**src/rtl/slink_arb_pkg.sv**
```systemverilog
// Shared definitions for the SLINK transmit arbiter.
//   SLINK_DW  : width of one SLINK word (SOP, EOP, 16-bit payload)
//   SOP_BIT   : start-of-packet flag position
//   EOP_BIT   : end-of-packet flag position
//   TERM_WORD : word sent in place of the rest of an aborted packet
//   arb_state_e : arbiter FSM states
package slink_arb_pkg;

    localparam int SLINK_DW = 18;
    localparam int SOP_BIT  = 17;
    localparam int EOP_BIT  = 16;

    // EOP only, empty payload: closes an aborted packet at the receiver
    localparam logic [SLINK_DW-1:0] TERM_WORD = 18'h1_0000;

    typedef enum logic [1:0] {
        IDLE = 2'd0,
        XFER = 2'd1,
        GAP  = 2'd2
    } arb_state_e;

endpackage

```
**src/rtl/rr_pick.sv**
```systemverilog
// Combinational round-robin picker.
//   req       : request vector, one bit per requester
//   ptr       : last served requester; the search starts at ptr+1 and wraps
//   gnt_valid : at least one request is set
//   gnt_idx   : index of the chosen requester (0 when gnt_valid is low)
module rr_pick #(
    parameter int N  = 4,
    parameter int IW = 2
) (
    input  logic [N-1:0]  req,
    input  logic [IW-1:0] ptr,
    output logic          gnt_valid,
    output logic [IW-1:0] gnt_idx
);

    always_comb begin
        logic [IW-1:0] idx;
        gnt_valid = 1'b0;
        gnt_idx   = '0;
        idx       = '0;
        // Walk N positions starting just after the last winner; first hit wins
        for (int i = 1; i <= N; i++) begin
            idx = IW'((int'(ptr) + i) % N);
            if (!gnt_valid && req[idx]) begin
                gnt_valid = 1'b1;
                gnt_idx   = idx;
            end
        end
    end

endmodule

```
**src/rtl/slink_tx_arb.sv**
```systemverilog
// Round-robin packet arbiter sharing one SLINK TX channel between N_SRC
// source FIFOs. A source is granted for a whole packet; SLINK word pulls
// are forwarded to the granted FIFO one at a time, and each returned word
// is registered onto slink_data. A fixed idle gap follows every packet, and
// a read whose data never returns is closed with a terminator word.
//   clk_125m, rst_125m_n : clock, asynchronous active-low reset
//   src_en / src_empty   : per-source enable and FIFO empty flags
//   src_rdreq            : FIFO read strobe to the granted source only
//   src_data / src_dval  : packed FIFO read data (18 bits per source), valid
//   slink_rdreq          : word pull from SLINK TX
//   slink_data/_dval     : word and valid towards SLINK TX
//   grant_id             : current or most recent granted source
//   busy                 : arbiter is not idle
//   arb_err / sop_err    : one-cycle pulses on timeout abort / missing SOP
module slink_tx_arb
    import slink_arb_pkg::*;
#(
    parameter int N_SRC   = 4,
    parameter int GAP_CYC = 8,
    parameter int TIMEOUT = 2048,
    parameter int IDW     = 2
) (
    input  logic                      clk_125m,
    input  logic                      rst_125m_n,
    input  logic [N_SRC-1:0]          src_en,
    input  logic [N_SRC-1:0]          src_empty,
    output logic [N_SRC-1:0]          src_rdreq,
    input  logic [N_SRC*SLINK_DW-1:0] src_data,
    input  logic [N_SRC-1:0]          src_dval,
    input  logic                      slink_rdreq,
    output logic [SLINK_DW-1:0]       slink_data,
    output logic                      slink_dval,
    output logic [IDW-1:0]            grant_id,
    output logic                      busy,
    output logic                      arb_err,
    output logic                      sop_err
);

    localparam int TW = $clog2(TIMEOUT + 1);
    localparam int GW = $clog2(GAP_CYC + 1);
    localparam logic [TW-1:0] TMO_LAST = TW'(TIMEOUT - 1);
    localparam logic [GW-1:0] GAP_LAST = GW'(GAP_CYC - 1);

    arb_state_e          state, state_nxt;
    logic [IDW-1:0]      ptr;
    logic                pend;
    logic                first_wd;
    logic [TW-1:0]       tcnt;
    logic [GW-1:0]       gcnt;
    logic [SLINK_DW-1:0] data_p1;
    logic                vld_p1;

    logic [N_SRC-1:0]    req;
    logic                pick_vld;
    logic [IDW-1:0]      pick_idx;
    logic [SLINK_DW-1:0] src_word [N_SRC];
    logic [SLINK_DW-1:0] gnt_word;
    logic                rd_g;
    logic                take;
    logic                eop_hit;
    logic                tmo_hit;

    for (genvar i = 0; i < N_SRC; i++) begin : g_unpack
        assign src_word[i] = src_data[i*SLINK_DW +: SLINK_DW];
    end

    assign req      = src_en & ~src_empty;
    assign gnt_word = src_word[grant_id];

    rr_pick #(
        .N  (N_SRC),
        .IW (IDW)
    ) u_pick (
        .req       (req),
        .ptr       (ptr),
        .gnt_valid (pick_vld),
        .gnt_idx   (pick_idx)
    );

    always_ff @(posedge clk_125m or negedge rst_125m_n) begin
        if (!rst_125m_n) state <= IDLE;
        else             state <= state_nxt;
    end

    always_comb begin
        state_nxt = state;
        rd_g      = 1'b0;
        take      = 1'b0;
        eop_hit   = 1'b0;
        tmo_hit   = 1'b0;
        unique case (state)
            IDLE: begin
                if (pick_vld) state_nxt = XFER;
            end
            XFER: begin
                // Only one read in flight; the next pull waits for its data
                rd_g    = slink_rdreq & ~src_empty[grant_id] & ~pend;
                take    = pend & src_dval[grant_id];
                eop_hit = take & gnt_word[EOP_BIT];
                // A dval arriving on the last count still wins over the abort
                tmo_hit = pend & ~src_dval[grant_id] & (tcnt == TMO_LAST);
                if (eop_hit || tmo_hit) state_nxt = GAP;
            end
            GAP: begin
                if (gcnt == GAP_LAST) state_nxt = IDLE;
            end
            default: state_nxt = IDLE;
        endcase
        src_rdreq           = '0;
        src_rdreq[grant_id] = rd_g;
    end

    assign busy = (state != IDLE);

    // p0 -> p1: FIFO word (or terminator) registered onto the SLINK side
    always_ff @(posedge clk_125m or negedge rst_125m_n) begin
        if (!rst_125m_n) begin
            ptr      <= IDW'(N_SRC - 1);
            grant_id <= IDW'(N_SRC - 1);
            pend     <= 1'b0;
            first_wd <= 1'b0;
            tcnt     <= '0;
            gcnt     <= '0;
            data_p1  <= '0;
            vld_p1   <= 1'b0;
            arb_err  <= 1'b0;
            sop_err  <= 1'b0;
        end else begin
            vld_p1  <= 1'b0;
            arb_err <= 1'b0;
            sop_err <= 1'b0;

            if (state == IDLE && pick_vld) begin
                grant_id <= pick_idx;
                first_wd <= 1'b1;
                pend     <= 1'b0;
                tcnt     <= '0;
            end

            if (rd_g) begin
                pend <= 1'b1;
                tcnt <= '0;
            end

            if (take) begin
                pend     <= 1'b0;
                tcnt     <= '0;
                data_p1  <= gnt_word;
                vld_p1   <= 1'b1;
                first_wd <= 1'b0;
                sop_err  <= first_wd & ~gnt_word[SOP_BIT];
            end else if (pend) begin
                tcnt <= tcnt + 1'b1;
            end

            if (tmo_hit) begin
                pend    <= 1'b0;
                tcnt    <= '0;
                data_p1 <= TERM_WORD;
                vld_p1  <= 1'b1;
                arb_err <= 1'b1;
            end

            if (eop_hit || tmo_hit) ptr <= grant_id;

            if (state == GAP) gcnt <= gcnt + 1'b1;
            else              gcnt <= '0;
        end
    end

    assign slink_data = data_p1;
    assign slink_dval = vld_p1;

endmodule
```
**config.mk**
```make
export PLATFORM = sky130hd
export DESIGN_NAME = slink_tx_arb
export DESIGN_NICKNAME = d
export VERILOG_FILES = /design/src/rtl/slink_arb_pkg.sv /design/src/rtl/rr_pick.sv /design/src/rtl/slink_tx_arb.sv
export SDC_FILE = /design/constraint.sdc
export NUM_CORES = 1
export LEC_CHECK = 0
export CAP_MARGIN = 20
export CORE_UTILIZATION = 35
export CTS_BUF_LIST = sky130_fd_sc_hd__clkbuf_8 sky130_fd_sc_hd__clkbuf_16
export DETAILED_ROUTE_END_ITERATION = 10
export PLACE_DENSITY_LB_ADDON = 0.2
export SYNTH_ARGS = -nofsm -noshare
export SYNTH_HDL_FRONTEND = slang
export SYNTH_SLANG_ARGS = --single-unit
```
**constraint.sdc**
```tcl
create_clock -name clk_125m -period 3 [get_ports clk_125m]
set_input_delay 0.6 -clock clk_125m [delete_from_list [all_inputs] [get_ports clk_125m]]
set_output_delay 0.6 -clock clk_125m [all_outputs]
set_load 0.02 [all_outputs]
```
Word level (Yosys, flattened, before mapping)
Cells that the tools add are included.
Widths: inputs -> output; s select.
- $add $sub $neg: 6
- $lt $le $gt $ge: 7
- eq/ne operators: 7
- multiplexer cells: 51
- bitwise operators: 15
- reductions and logical operators: 17
- operators by type and width (operator ; number):
    $mux 18 ; 4
    $mux 12 ; 5
    $bmux 18 s2 ; 1
    $mux 1 ; 25
    $lt 2x3->1 const B ; 5
    $mux 2 ; 7
    $add 12x1->12 const B ; 1
    $bmux 1 s2 ; 6
    $eq 12x11->1 const B ; 1
    $and 4x4->4 ; 2
    $and 1x1->1 ; 7
    $ne 2x2->1 const B ; 3
    $pmux 2 s3 ; 1
    $reduce_bool 2->1 ; 3
    $logic_and 1x1->1 ; 5
    $reduce_bool 5->1 ; 1
    $add 2x1->2 const B ; 2
    $add 2x2->2 const B ; 2
    $add 4x1->4 const B ; 1
    $eq 4x3->1 const B ; 1
    $mux 4 ; 1
    $not 1->1 ; 4
    $not 4->4 ; 1
    $reduce_bool 4->1 ; 1
    other kinds (10) ; 13
- flip-flop bits (word level): 45
- bits of input ports: 87
- logic and storage cells: 114

Depth between registers and ports, before layout
- word-level depth: 20
- mapped depth: 7
- depth with buffers taken out: 5

Hierarchy
A second synthesis with hierarchy kept.
- cell total of the unflattened synthesis: 241
- area, all modules: 2686.3 sq um
- modules (own cells, without submodules) (module ; instances ; cells each ; area each (sq um)):
    slink_tx_arb ; 1 ; 227 ; 2595.0
    rr_pick ; 1 ; 14 ; 91.3

Worst setup path before layout
No wires, ideal clock.
- path kind: register to output
- from: register grant_id[0]
- to: output src_rdreq[0]
- arrival time: 2073 ps
- required time: 2400 ps
- path slack: 327 ps
- cell stages (with the launch flop): 5
- buffers on the path: 1
- cell sequence: dfstp_2 buf_6 mux4_2 nor4b_4 nor3b_2
- cells in the longest elaborated chain, start to end: 7
- elaborated cells on any way between the ends: 12
- those cells by class: order compare (2); mux (5); bitwise (4); reduce/logical (1)
- RTL lines (item ; line ; RTL):
    from (decl) ; slink_tx_arb.sv:33 ; output logic [IDW-1:0] grant_id,
    from (signal assigned) ; slink_tx_arb.sv:119 ; grant_id <= IDW'(N_SRC - 1);
    from (signal assigned) ; slink_tx_arb.sv:134 ; grant_id <= pick_idx;
    $bmux 1 s2 ; slink_tx_arb.sv:97 ; rd_g = slink_rdreq & ~src_empty[grant_id] & ~pend;
    $mux 1 (not written as such) ; slink_tx_arb.sv:97 ;
    $not 1->1 ; slink_tx_arb.sv:97 ;
    $and 1x1->1 (2 in a row) ; slink_tx_arb.sv:97 ;
    $mux 1 ; slink_tx_arb.sv:91 ; unique case (state)
    $and 4x4->4 (no line) (*) ; - ;
    to (decl) ; slink_tx_arb.sv:27 ; output logic [N_SRC-1:0] src_rdreq,
Mark *: on every way between the ends. The rest lies on a longest branch, timed or not. The select of a mux whose other input is x is not followed.

Worst setup path in the final report
- from: input src_empty[3]
- to: output src_rdreq[1]
- cells in the longest elaborated chain, start to end: 7
- RTL lines (item ; line ; RTL):
    from (decl) ; slink_tx_arb.sv:26 ; input logic [N_SRC-1:0] src_empty,
    $bmux 1 s2 ; slink_tx_arb.sv:97 ;
    $mux 1 (not written as such) ; slink_tx_arb.sv:97 ;
    $not 1->1 ; slink_tx_arb.sv:97 ;
    $and 1x1->1 (2 in a row) ; slink_tx_arb.sv:97 ;
    $mux 1 ; slink_tx_arb.sv:91 ;
    $and 4x4->4 (no line) ; - ;
Every way passes these cells. The select of a mux whose other input is x is not followed.

==> summary.txt <==
GRT
  – Initial antenna violation count: 0
  – Layer with the highest usage: met2
  – Vias in the first global route: 2,475
  – Largest net degree at the start of global routing: 46
  – First-pass GRT wire length: 12.02 mm
  – Met3 usage: 0.03872
  – GR Overflow Total: 0
  – Routing usage on met2: 0.3049
  – Overall Global Routing Usage: 0.1811
  – GRT met1 Usage: 0.2429

Finish
  – Fraction of layout cells with a size suffix above 1: 0.1425
  – Commonest non-fill, non-tap cells in the layout: 108 x clkdlybuf4s50_1, 41 x dfrtp_1, 31 x nor2_1, 19 x mux2i_1, 16 x mux4_2
  – Multi-input logic area: 1519 µm²
  – Layout fillers: 697
  – Utilization after layout: 0.5378
  – Sequential cell area: 1131 µm²
  – ANT cells: 0
  – Fin nets: 446
  – Layout Cells excl Fill: 460
  – Commonest non-fill, non-tap cell in the layout: clkdlybuf4s50_1
  – Finished Cell Area: 4134 µm²
  – Area delta synth->final: 49.77%

Floorplanning
  – Starting Density: 0.3590
  – Die area: 8246 µm²
  – Die Wd: 90.81 µm
  – IO Pins: 115
  – Die Span Y: 90.81 µm
  – FP Rows: 32
  – Core Region: 7687 µm²

Yosys
  – Async SR Flop Fraction: 1.000
  – Syn. warnings: 0
  – Unique masters post-synth: 58
  – Fraction of synthesized cell area in xor and xnor cells: 0.01269
  – Synthesized net count: 327
  – Multiplexer share of the synthesized area: 0.2457
  – Register area share after synthesis: 0.4098
  – Top FF cell, synth: dfrtp_1
  – Simple-gate area share of the yosys netlist: 0.1587
  – Syn avg cell area: 11.60 µm²
  – Synth Area in Compound Gates: 0.1242
  – Synthesized area: 2760 µm²
  – Largest family of logic cells by synthesized area: multiplexers
  – Cell accounting for the most synthesized area: dfrtp_1
  – Top post-synthesis cells by area: dfrtp_1 37%, mux4_2 13%, mux2i_1 6.9%, nor2_1 4.2%, dfstp_2 3.8%
  – Post-synth top area share: 0.3717
  – Synth Register Bits: 45
  – Syn Inst Count: 238
  – Post-synth EDFFs: 0
  – Post-synthesis adder-cell area fraction: 0.009066

Timing
  – Final Worst Setup Slack: 0.08252 ns
  – Fin. Hold Viols: 0
  – Fin Setup TNS: 0 ns
  – Max Slew Vio Count: 0
  – Final setup violation count: 0
  – Final period demand of the worst path: 2.917 ns
  – Clock Skews: 0.009242 ns
  – Slew HR: 0.5410
  – Unrepaired setup endpoints after global routing: yes
  – Fmax: 342.8 MHz
  – Crit share post-route: 0.9725
  – Worst Max-Slew Pin Slew: 0.6796 ns

Drt
  – Final ANT Viol Nets: 0
  – Drc violations: 0
  – Avg WL per Cell: 15.59 µm
  – Via count: 2,420
  – Drt initial violations: 80
  – TritonRoute pass-1 iters: 4
  – Final WL: 7.170 mm
  – Vias per inst: 5.261

Worst setup path
  – Crit path arrival time: 2.32 ns
  – Worst path slowest cell: mux4_2
  – Crit path kind: primary input to output port
  – Crit path launch: src_empty[3]
  – R2r startpoint: grant_id[0]
  – Crit end category: output port
  – CP required: 2.40 ns
  – CP Cell Sequence: clkdlybuf4s50_1 > mux4_2 > nor4b_4 > buf_4 > nand2_1 > nor2_1 > buf_4
  – Startpoint Class: primary input
  – Most used cell, CP: buf_4
  – Slowest cell delay on critical path: 0.51 ns
  – Worst-path maximum fanout: 5

Clock network
  – Clock transition at the registers of the reported paths: 0.09 ns
  – CTS Buffer Depth: 2
  – TritonCTS clock tree: yes
  – CTS root buf: clkbuf_8
  – Clock latency on the worst-skew pair: 0.30 ns
  – TritonCTS Buffers: 5
  – # clock sinks: 45
  – Max H-tree Level: 2

Placed design
  – GPL Wtd Cong: 0.7588
  – IO buf count: 114
  – Dpl hpwl: 5.305 mm
  – Pre-CTS setup slack: -0.3522 ns
  – Placed cell count: 450
  – Placement Cell Area: 4035 µm²

Pwr
  – Max IR drop VDD: 0.0005626 V
  – Cell Pwr Density: 717.9 nW/µm²
  – Leak pwr: 1.794 nW

Worst hold path
  – Hold Path Class: primary input to async pin

Flow run
  – Max Cap Violations: 0

Run status
  – Status: completed
power breakdown:
part	switching, mW	internal [mW]	total, mW
registers	0.129	0.812	0.941
clock network	0.217	0.161	0.378
logic	0.808	0.841	1.65
total	1.15	1.81	2.97
critical path, delay by kind of cell:
| kind | cells | cell delay, ns |
|---|---|---|
| buf+inv | 3 | 0.74 |
| mux | 1 | 0.51 |
| simple gates | 3 | 0.47 |
layer usage:
| layer | share of wire | vias to the layer above | routed length [µm] |
|---|---|---|---|
| met5 | 0 | - | 0 |
| met4 | 0.0045 | 0 | 32 |
| met3 | 0.052 | 4 | 374 |
| met2 | 0.50 | 85 | 3584 |
| met1 | 0.44 | 1190 | 3177 |
| li1 | - | 1141 | - |
cell families after synthesis:
| group | count (synthesis) |
|---|---|
| compound gates | 43 |
| xor+xnor | 4 |
| fa+ha+maj | 2 |
| buf+inv | 23 |
| flops | 45 |
| mux | 41 |
| simple gates | 80 |
synthesized netlist by cell type, types with 2 or more instances:
cell type	instances
a21oi_1	3
a22o_1	3
and3_1	4
and3b_1	2
and4_1	2
buf_2	6
clkbuf_1	5
dfrtp_1	41
dfstp_2	4
ha_1	2
inv_1	9
mux2_1	2
mux2i_1	19
mux4_1	4
mux4_2	16
nand2_1	11
nand2b_1	6
nand3_1	5
nand4_1	2
nor2_1	31
nor2b_1	6
o211ai_1	2
o21a_1	2
o21ai_0	4
o21ai_1	5
o221ai_1	5
o32ai_1	2
o41ai_1	2
or3_1	2
xnor2_1	3
repair_timing:
item / CTS / global route
hold buffers: 0 / 0
setup buffers: 0 / 1
resized for setup: 8 / 8
endpoints found under the hold margin: 0 / 0
pin swaps: 1 / 0
endpoints found under the setup margin: 4 / 4
cell type report:
class / count / area share
Multi-Input combinational cell: 170 / 0.3674
Sequential cell: 45 / 0.2736
Inverter: 9 / 0.008172
Clock inverter: 3 / 0.004237
Timing Repair Buffer: 126 / 0.2990
Clock buffer: 5 / 0.01665
Tap cell: 102 / 0.03087
through the flow:
step / power, mW / hold WS [ns]
after floorplan: 1.964 / 0.3044
after global placement: 2.585 / 0.4532
after detailed placement: 2.615 / 0.4575
after CTS: 2.999 / 0.4696
after global routing: 3.171 / 0.09512
final: 2.968 / 0.1075
sequential cells by signal, indices dropped and copies added (netlist names):
signal      count
grant_id        2
arb_err         1
gcnt            4
sop_err         1
first_wd        1
slink_data     18
state           2
ptr             2
slink_dval      1
pend            1
tcnt           12
final timing paths:
| path | cells after the start | to | slack [ns] |
|---|---|---|---|
| max reg2reg | 5 | ptr[0] | 0.43 |
| min in group clk_125m | 1 | gcnt[0] | 0.47 |
| min | 1 | pend | 0.11 |
| max in group asynchronous | 2 | ptr[0] | 2.39 |
| max | 7 | src_rdreq[1] | 0.08 |
| min reg2reg | 1 | gcnt[0] | 0.47 |
Note: power is estimated with default switching activity, not from simulation.
